[config.mk]
export PLATFORM = sky130hd
export DESIGN_NAME = rf_write_arbiter_flat
export DESIGN_NICKNAME = d
export VERILOG_FILES = /design/src/rtl/rf_write_arbiter_pkg.sv /design/src/rtl/rf_write_arbiter_if.sv /design/src/rtl/rf_write_arbiter_rr.sv /design/src/rtl/rf_write_arbiter.sv /design/src/flat_wrapper.sv
export SDC_FILE = /design/constraint.sdc
export NUM_CORES = 1
export LEC_CHECK = 0
export CAP_MARGIN = 20
export CELL_PAD_IN_SITES_DETAIL_PLACEMENT = 2
export CELL_PAD_IN_SITES_GLOBAL_PLACEMENT = 2
export CORE_ASPECT_RATIO = 1.4
export CORE_MARGIN = 2
export CORE_UTILIZATION = 18
export CTS_CLUSTER_SIZE = 10
export DETAILED_ROUTE_END_ITERATION = 12
export GPL_TIMING_DRIVEN = 1
export PLACE_DENSITY = 0.86
export REMOVE_ABC_BUFFERS = 1
export SETUP_SLACK_MARGIN = 0.1
export SYNTH_ARGS = -nofsm -noshare
export SYNTH_HDL_FRONTEND = slang
export SYNTH_SLANG_ARGS = --single-unit
[constraint.sdc]
create_clock -name clk -period 4.66 [get_ports clk]
set_input_delay 0.932 -clock clk [delete_from_list [all_inputs] [get_ports clk]]
set_output_delay 0.932 -clock clk [all_outputs]
set_load 0.02 [all_outputs]
[src/rtl/rf_write_arbiter_pkg.sv]
// Register-file constants shared by the writeback arbiter and its clients.
package rf_write_arbiter_pkg;

    localparam int unsigned RF_ADDR_W = 6;
    localparam int unsigned RF_DATA_W = 32;

    localparam logic [RF_ADDR_W-1:0] RF_REG_ZERO = 6'h00;
    localparam logic [RF_ADDR_W-1:0] RF_REG_HI   = 6'h20;
    localparam logic [RF_ADDR_W-1:0] RF_REG_LO   = 6'h21;

endpackage

[src/rtl/rf_write_arbiter_if.sv]
// Writeback requester bundle plus the register-file write port it feeds.
interface rf_write_arbiter_if
    import rf_write_arbiter_pkg::*;
#(
    parameter int unsigned NUM_REQ = 4,
    parameter int unsigned ADDR_W  = RF_ADDR_W,
    parameter int unsigned DATA_W  = RF_DATA_W
);

    logic [NUM_REQ-1:0]        req_valid;
    logic [NUM_REQ-1:0]        req_ready;
    logic [NUM_REQ-1:0]        req_pair;
    logic [NUM_REQ*ADDR_W-1:0] req_addr;
    logic [NUM_REQ*DATA_W-1:0] req_data;
    logic [NUM_REQ*ADDR_W-1:0] req_addr2;
    logic [NUM_REQ*DATA_W-1:0] req_data2;

    logic                      rf_we;
    logic [ADDR_W-1:0]         rf_waddr;
    logic [DATA_W-1:0]         rf_wdata;
    logic                      busy;

    modport master (
        output req_valid, req_pair, req_addr, req_data, req_addr2, req_data2,
        input  req_ready, rf_we, rf_waddr, rf_wdata, busy
    );

    modport slave (
        input  req_valid, req_pair, req_addr, req_data, req_addr2, req_data2,
        output req_ready, rf_we, rf_waddr, rf_wdata, busy
    );

endinterface

[src/rtl/rf_write_arbiter_rr.sv]
// Combinational round-robin picker: first set request at or above ptr, wrapping.
module rr_arbiter #(
    parameter int unsigned N = 4
) (
    input  logic [N-1:0]         req,
    input  logic [$clog2(N)-1:0] ptr,
    output logic [N-1:0]         gnt,
    output logic [$clog2(N)-1:0] gnt_idx,
    output logic                 gnt_valid
);

    localparam int unsigned PTR_W = $clog2(N);

    logic [PTR_W-1:0] cand;

    // N is a power of two, so PTR_W-bit addition wraps modulo N for free.
    always_comb begin
        gnt       = '0;
        gnt_idx   = '0;
        gnt_valid = 1'b0;
        cand      = '0;
        for (int i = 0; i < int'(N); i++) begin
            cand = PTR_W'(ptr + PTR_W'(i));
            if (!gnt_valid && req[cand]) begin
                gnt_valid  = 1'b1;
                gnt[cand]  = 1'b1;
                gnt_idx    = cand;
            end
        end
    end

endmodule

[src/rtl/rf_write_arbiter.sv]
// Shares the single RF write port among writeback units; paired writes issue as two beats.
module rf_write_arbiter
    import rf_write_arbiter_pkg::*;
#(
    parameter int unsigned NUM_REQ = 4,
    parameter int unsigned ADDR_W  = RF_ADDR_W,
    parameter int unsigned DATA_W  = RF_DATA_W
) (
    input  logic clk,
    input  logic rst,
    rf_write_arbiter_if.slave bus
);

    localparam int unsigned PTR_W = $clog2(NUM_REQ);

    typedef enum logic {
        ST_IDLE = 1'b0,
        ST_PAIR = 1'b1
    } state_e;

    state_e             state;
    logic [PTR_W-1:0]   ptr;
    logic [NUM_REQ-1:0] gnt;
    logic [PTR_W-1:0]   gnt_idx;
    logic               gnt_valid;

    logic [ADDR_W-1:0]  addr1_arr [NUM_REQ];
    logic [DATA_W-1:0]  data1_arr [NUM_REQ];
    logic [ADDR_W-1:0]  addr2_arr [NUM_REQ];
    logic [DATA_W-1:0]  data2_arr [NUM_REQ];

    logic [ADDR_W-1:0]  addr2_q;
    logic [DATA_W-1:0]  data2_q;

    for (genvar i = 0; i < int'(NUM_REQ); i++) begin : g_unpack
        assign addr1_arr[i] = bus.req_addr [i*ADDR_W +: ADDR_W];
        assign data1_arr[i] = bus.req_data [i*DATA_W +: DATA_W];
        assign addr2_arr[i] = bus.req_addr2[i*ADDR_W +: ADDR_W];
        assign data2_arr[i] = bus.req_data2[i*DATA_W +: DATA_W];
    end

    rr_arbiter #(.N(NUM_REQ)) u_rr (
        .req       (bus.req_valid),
        .ptr       (ptr),
        .gnt       (gnt),
        .gnt_idx   (gnt_idx),
        .gnt_valid (gnt_valid)
    );

    assign bus.req_ready = (state == ST_IDLE && !rst) ? gnt : '0;

    // Writes to $zero still consume their slot but drive the port as all-zero.
    always_ff @(posedge clk) begin
        if (rst) begin
            state        <= ST_IDLE;
            ptr          <= '0;
            addr2_q      <= '0;
            data2_q      <= '0;
            bus.rf_we    <= 1'b0;
            bus.rf_waddr <= '0;
            bus.rf_wdata <= '0;
            bus.busy     <= 1'b0;
        end else begin
            case (state)
                ST_IDLE: begin
                    if (gnt_valid) begin
                        bus.rf_we    <= (addr1_arr[gnt_idx] != '0);
                        bus.rf_waddr <= addr1_arr[gnt_idx];
                        bus.rf_wdata <= (addr1_arr[gnt_idx] != '0) ? data1_arr[gnt_idx] : '0;
                        ptr          <= PTR_W'(gnt_idx + PTR_W'(1));
                        if (bus.req_pair[gnt_idx]) begin
                            addr2_q  <= addr2_arr[gnt_idx];
                            data2_q  <= data2_arr[gnt_idx];
                            state    <= ST_PAIR;
                            bus.busy <= 1'b1;
                        end
                    end else begin
                        bus.rf_we    <= 1'b0;
                        bus.rf_waddr <= '0;
                        bus.rf_wdata <= '0;
                    end
                end
                ST_PAIR: begin
                    bus.rf_we    <= (addr2_q != '0);
                    bus.rf_waddr <= addr2_q;
                    bus.rf_wdata <= (addr2_q != '0) ? data2_q : '0;
                    state        <= ST_IDLE;
                    bus.busy     <= 1'b0;
                end
                default: begin
                    state    <= ST_IDLE;
                    bus.busy <= 1'b0;
                end
            endcase
        end
    end

endmodule
[src/flat_wrapper.sv]
// flat-port wrapper written by rule: the top's interface ports become plain ports
module rf_write_arbiter_flat import rf_write_arbiter_pkg::*;
#(
    parameter int unsigned NUM_REQ = 4,
    parameter int unsigned ADDR_W  = RF_ADDR_W,
    parameter int unsigned DATA_W  = RF_DATA_W
)
  (clk, rst, bus_req_valid, bus_req_pair, bus_req_addr, bus_req_data, bus_req_addr2, bus_req_data2, bus_req_ready, bus_rf_we, bus_rf_waddr, bus_rf_wdata, bus_busy);
  rf_write_arbiter_if #(.NUM_REQ(NUM_REQ), .ADDR_W(ADDR_W), .DATA_W(DATA_W)) bus_i ();
  input  logic clk;
  input  logic rst;
  input wire logic [$bits(bus_i.req_valid)-1:0] bus_req_valid;
  input wire logic [$bits(bus_i.req_pair)-1:0] bus_req_pair;
  input wire logic [$bits(bus_i.req_addr)-1:0] bus_req_addr;
  input wire logic [$bits(bus_i.req_data)-1:0] bus_req_data;
  input wire logic [$bits(bus_i.req_addr2)-1:0] bus_req_addr2;
  input wire logic [$bits(bus_i.req_data2)-1:0] bus_req_data2;
  output wire logic [$bits(bus_i.req_ready)-1:0] bus_req_ready;
  output wire logic [$bits(bus_i.rf_we)-1:0] bus_rf_we;
  output wire logic [$bits(bus_i.rf_waddr)-1:0] bus_rf_waddr;
  output wire logic [$bits(bus_i.rf_wdata)-1:0] bus_rf_wdata;
  output wire logic [$bits(bus_i.busy)-1:0] bus_busy;
  assign bus_i.req_valid = bus_req_valid;
  assign bus_i.req_pair = bus_req_pair;
  assign bus_i.req_addr = bus_req_addr;
  assign bus_i.req_data = bus_req_data;
  assign bus_i.req_addr2 = bus_req_addr2;
  assign bus_i.req_data2 = bus_req_data2;
  assign bus_req_ready = bus_i.req_ready;
  assign bus_rf_we = bus_i.rf_we;
  assign bus_rf_waddr = bus_i.rf_waddr;
  assign bus_rf_wdata = bus_i.rf_wdata;
  assign bus_busy = bus_i.busy;
  rf_write_arbiter #(.NUM_REQ(NUM_REQ), .ADDR_W(ADDR_W), .DATA_W(DATA_W)) u_core (.clk(clk), .rst(rst), .bus(bus_i));
endmodule
==> impl_metrics.prom <==
# TYPE chip_impl_metric gauge
chip_impl_metric{name="netlist_area",unit="mm2"} 0.00551
chip_impl_metric{name="post_layout_nonfiller_instances",unit=""} 1435
chip_impl_metric{name="rows",unit=""} 75
chip_impl_metric{name="grt_max_degree",unit=""} 147
chip_impl_metric{name="final_max_slew_viols",unit=""} 0
chip_impl_metric{name="fmaxAchievable",unit="MHz"} 226
chip_impl_metric{name="timing.final.setup_violations",unit=""} 0
chip_impl_metric{name="cts_buffers",unit=""} 9
chip_impl_metric{name="remaining_drc_errors",unit=""} 0
chip_impl_info{name="ys_dominant_reg_cell",value="dfxtp_1"} 1
chip_impl_metric{name="buffer_ports.inserted",unit=""} 357
chip_impl_metric{name="number_of_enable_type_register_cells_in_the_synthesized_netlist",unit=""} 0
chip_impl_info{name="tritoncts_clock_tree",value="yes"} 1
chip_impl_metric{name="h-tree-depth",unit=""} 3
chip_impl_metric{name="post_layout_instance_area",unit="mm2"} 0.00976
chip_impl_metric{name="worst_setup_hold_path_clk_slew",unit="ns"} 0.06
chip_impl_metric{name="grt_antenna_before_repair",unit=""} 2
chip_impl_metric{name="grt_first_pass_wirelength",unit="um"} 44700
chip_impl_info{name="root_buffer",value="clkbuf_16"} 1
chip_impl_metric{name="initialDrtViolationCount",unit=""} 278
chip_impl_metric{name="core-area",unit="mm2"} 0.0300
chip_impl_info{name="status",value="completed"} 1
chip_impl_info{name="timing.critical_path.from",value="bus_req_valid[2]"} 1
chip_impl_metric{name="cp_max_fo",unit=""} 8
chip_impl_metric{name="irDropWorstVdd",unit="V"} 0.000516
chip_impl_info{name="r2r-start",value="u_core.ptr[1]"} 1
chip_impl_metric{name="postSynthAreaPerCell",unit="um2"} 7.51
chip_impl_info{name="critPathLaunchType",value="input pin"} 1
chip_impl_metric{name="gpl_congestion",unit=""} 0.817
chip_impl_metric{name="first_global_vias",unit=""} 7541
chip_impl_metric{name="final_antenna_net_count",unit=""} 0
chip_impl_metric{name="post_synth_inst_count",unit=""} 733
chip_impl_metric{name="ys_seq_elements",unit=""} 81
chip_impl_metric{name="ys_async_sr_fraction",unit="%"} 0
chip_impl_metric{name="timing.critical_path.arrival",unit="ns"} 3.50
chip_impl_metric{name="worst_pin_slew",unit="ns"} 0.860
chip_impl_metric{name="p_leak",unit="uW"} 0.00356
chip_impl_metric{name="layout.nets",unit=""} 1367
chip_impl_info{name="netlist.top_cell.by_area",value="dfxtp_1"} 1
chip_impl_metric{name="average_vias_per_placed_instance",unit=""} 4.81
chip_impl_metric{name="setup.reg_to_reg.worst_slack",unit="ns"} 0.67
chip_impl_metric{name="synth_sequential_area_ratio",unit="%"} 29.4
chip_impl_metric{name="synth_cell_type_count",unit=""} 40
chip_impl_metric{name="p_seq_share",unit="%"} 20.0
chip_impl_metric{name="detailroute.via_count",unit=""} 6909
chip_impl_metric{name="fraction_of_layout_instances_using_a_drive_strength_above_1",unit="%"} 4.95
chip_impl_info{name="worst_setup_path_end_kind",value="primary output"} 1
chip_impl_metric{name="timing.final.crit_period",unit="ns"} 4.43
chip_impl_info{name="grt_setup_unrepaired",value="false"} 1
chip_impl_metric{name="clkSinkCount",unit=""} 81
chip_impl_metric{name="p_clk_share",unit="%"} 11.8
chip_impl_metric{name="netSwitchingPower",unit="uW"} 2800
chip_impl_metric{name="grt_util_all_layers",unit="%"} 17.8
chip_impl_metric{name="y_dimension_of_the_die",unit="um"} 211
chip_impl_metric{name="worst-endpoint-required",unit="ns"} 3.73
chip_impl_metric{name="die_w",unit="um"} 152
chip_impl_metric{name="areaGrowthSynthToFinish",unit="%"} 77.2
chip_impl_metric{name="timing.final.crit_share",unit="%"} 95.0
chip_impl_metric{name="initial_utilization",unit="%"} 18.3
chip_impl_metric{name="n_antenna_cell",unit=""} 0
chip_impl_metric{name="dpl-instance-area",unit="mm2"} 0.00945
chip_impl_info{name="mostFrequentLayoutCell",value="clkdlybuf4s50_1"} 1
chip_impl_metric{name="first_pass_iters",unit=""} 6
chip_impl_metric{name="wl",unit="um"} 29500
chip_impl_metric{name="cts_hold_buffers",unit=""} 0
chip_impl_metric{name="p_total",unit="uW"} 5890
chip_impl_metric{name="final_core_util",unit="%"} 32.5
chip_impl_metric{name="power_density",unit="mW/mm2"} 604
chip_impl_metric{name="cap_viol_max_count",unit=""} 0
chip_impl_metric{name="final_hold_viol_count",unit=""} 0
chip_impl_metric{name="synthDominantCellAreaShare",unit="%"} 29.4
chip_impl_info{name="synthTopCellsByArea",value="dfxtp_1, nand2_1, a211oi_1"} 1
chip_impl_metric{name="worstRegToRegCells",unit=""} 11
chip_impl_info{name="critical_path.endpoint",value="bus_req_ready[2]"} 1
chip_impl_metric{name="clkLatencyLatePin",unit="ns"} 0.34
chip_impl_info{name="min_path_type",value="reg2reg"} 1
chip_impl_metric{name="max-slew-margin-rel",unit="%"} 42.7
chip_impl_metric{name="sw_frac_of_total",unit="%"} 47.5
chip_impl_metric{name="ys_warn_count",unit=""} 0
chip_impl_info{name="setup.worst_path.class",value="in2out"} 1
chip_impl_metric{name="wire_per_inst",unit="um"} 20.5
chip_impl_metric{name="placed_cells",unit=""} 1419
chip_impl_metric{name="power_report.internal_total",unit="uW"} 3100
chip_impl_metric{name="global_route.overflow_total",unit=""} 0
chip_impl_info{name="r2r-end",value="u_core.bus.rf_we"} 1
chip_impl_metric{name="ios",unit=""} 358
chip_impl_metric{name="cts_setup_buffers",unit=""} 0
chip_impl_metric{name="cts_buffer_depth",unit=""} 2
chip_impl_info{name="layout_common_cells",value="clkdlybuf4s50_1, nand2_1, dfxtp_1"} 1
chip_impl_metric{name="pwr-share-comb",unit="%"} 68.2
chip_impl_metric{name="dp_hpwl",unit="um"} 22300
chip_impl_metric{name="clock_skew",unit="ns"} 0.00947
chip_impl_metric{name="dieArea",unit="mm2"} 0.0320
[power groups by stage]
| stage | Sequential (uW) | Combinational (uW) | Clock (uW) |
|---|---|---|---|
| 4_1_cts | 1190 | 4110 | 723 |
| 3_5_place_dp | 1200 | 4090 | 0 |
| 2_1_floorplan | 1300 | 2330 | 0 |
| 6_report | 1180 | 4020 | 694 |
| 5_1_grt | 1220 | 4430 | 751 |
| 3_3_place_gp | 1180 | 3950 | 0 |
[cell usage after synthesis (all sizes together) (7+ instances only)]
| library cell | count |
|---|---|
| clkbuf | 53 |
| a211oi | 73 |
| nand2 | 199 |
| buf | 20 |
| a22o | 33 |
| a31oi | 33 |
| a22oi | 8 |
| and2 | 70 |
| a21oi | 47 |
| dfxtp | 81 |
| ha | 7 |
| a311o | 38 |
| nor3 | 7 |
| nor2 | 17 |
[worst min-delay path by stage]
stage                                  start            endpoint  cells past startpoint
final                     u_core.data2_q[21]  u_core.data2_q[21]                      2
after CTS                 u_core.data2_q[21]  u_core.data2_q[21]                      2
after global routing      u_core.data2_q[11]  u_core.data2_q[11]                      2
after floorplan            u_core.data2_q[0]   u_core.data2_q[0]                      2
after global placement       u_core.bus.busy     u_core.bus.busy                      1
after detailed placement     u_core.bus.busy     u_core.bus.busy                      1
[per-stage QoR]
step           setup WS (ns)  TNS [ns]  hold WS (ns)
3_3_place_gp           0.178         0         0.439
3_5_place_dp         0.00423         0         0.450
5_1_grt                0.135         0         0.486
6_report               0.231         0         0.460
4_1_cts                0.207         0         0.462
2_1_floorplan          -4.36   -294.30         0.431
[sequential cells by signal, indices dropped and copies added (netlist names)]
register	cells
u_core.bus.rf_waddr	6
u_core.ptr	2
u_core.addr2_q	6
u_core.bus.busy	1
u_core.bus.rf_wdata	32
u_core.bus.rf_we	1
u_core.state	1
u_core.data2_q	32
[final cells by class]
cell class / instances / area, um2
clock buffers: 13 / 270
clock inverters: 2 / 12.5
fillers: 3476 / 20300
inverters: 3 / 11.3
multi-input cells: 576 / 3590
flip-flops and latches: 81 / 1620
well taps: 385 / 482
repair buffers: 375 / 3770
[cell families (layout without fill, tap and decap cells)]
logic type	Yosys count	after routing	share of synthesized area, %
DFF	81	81	29.4
AOI/OAI and AO/OA	247	247	33.7
buffers and inverters	76	393	6.29
muxes	11	11	3.39
and+or+nand+nor	309	309	25.3
adders and majority gates	7	7	1.59
xor gates and xnor gates	2	2	0.318
[metal layers]
| metal | part of all wire [%] | track usage [%] | vias up | wire (um) |
|---|---|---|---|---|
| met5 | 0.044 | 0 | - | 13 |
| met4 | 1.7 | 4.74 | 2 | 513 |
| met3 | 4.1 | 3.51 | 28 | 1200 |
| met2 | 55 | 34.9 | 189 | 16300 |
| met1 | 39 | 19.3 | 3395 | 11500 |
| li1 | - | - | 3295 | - |
[timing repair]
item / in CTS / in global routing
endpoints found under the setup margin: 4 / 1
endpoints found under the hold margin: 0 / 0
pin swaps: 0 / 0
gates resized for setup: 2 / 1
[critical path, stage by stage]
cell	delay, ns
clkdlybuf4s50_1	0.63
or3b_1	0.39
a211o_1	0.32
a22oi_2	0.27
a221oi_1	0.15
nor3_1	0.17
clkdlybuf4s50_1	0.64
(Power assumes the default switching activity.)
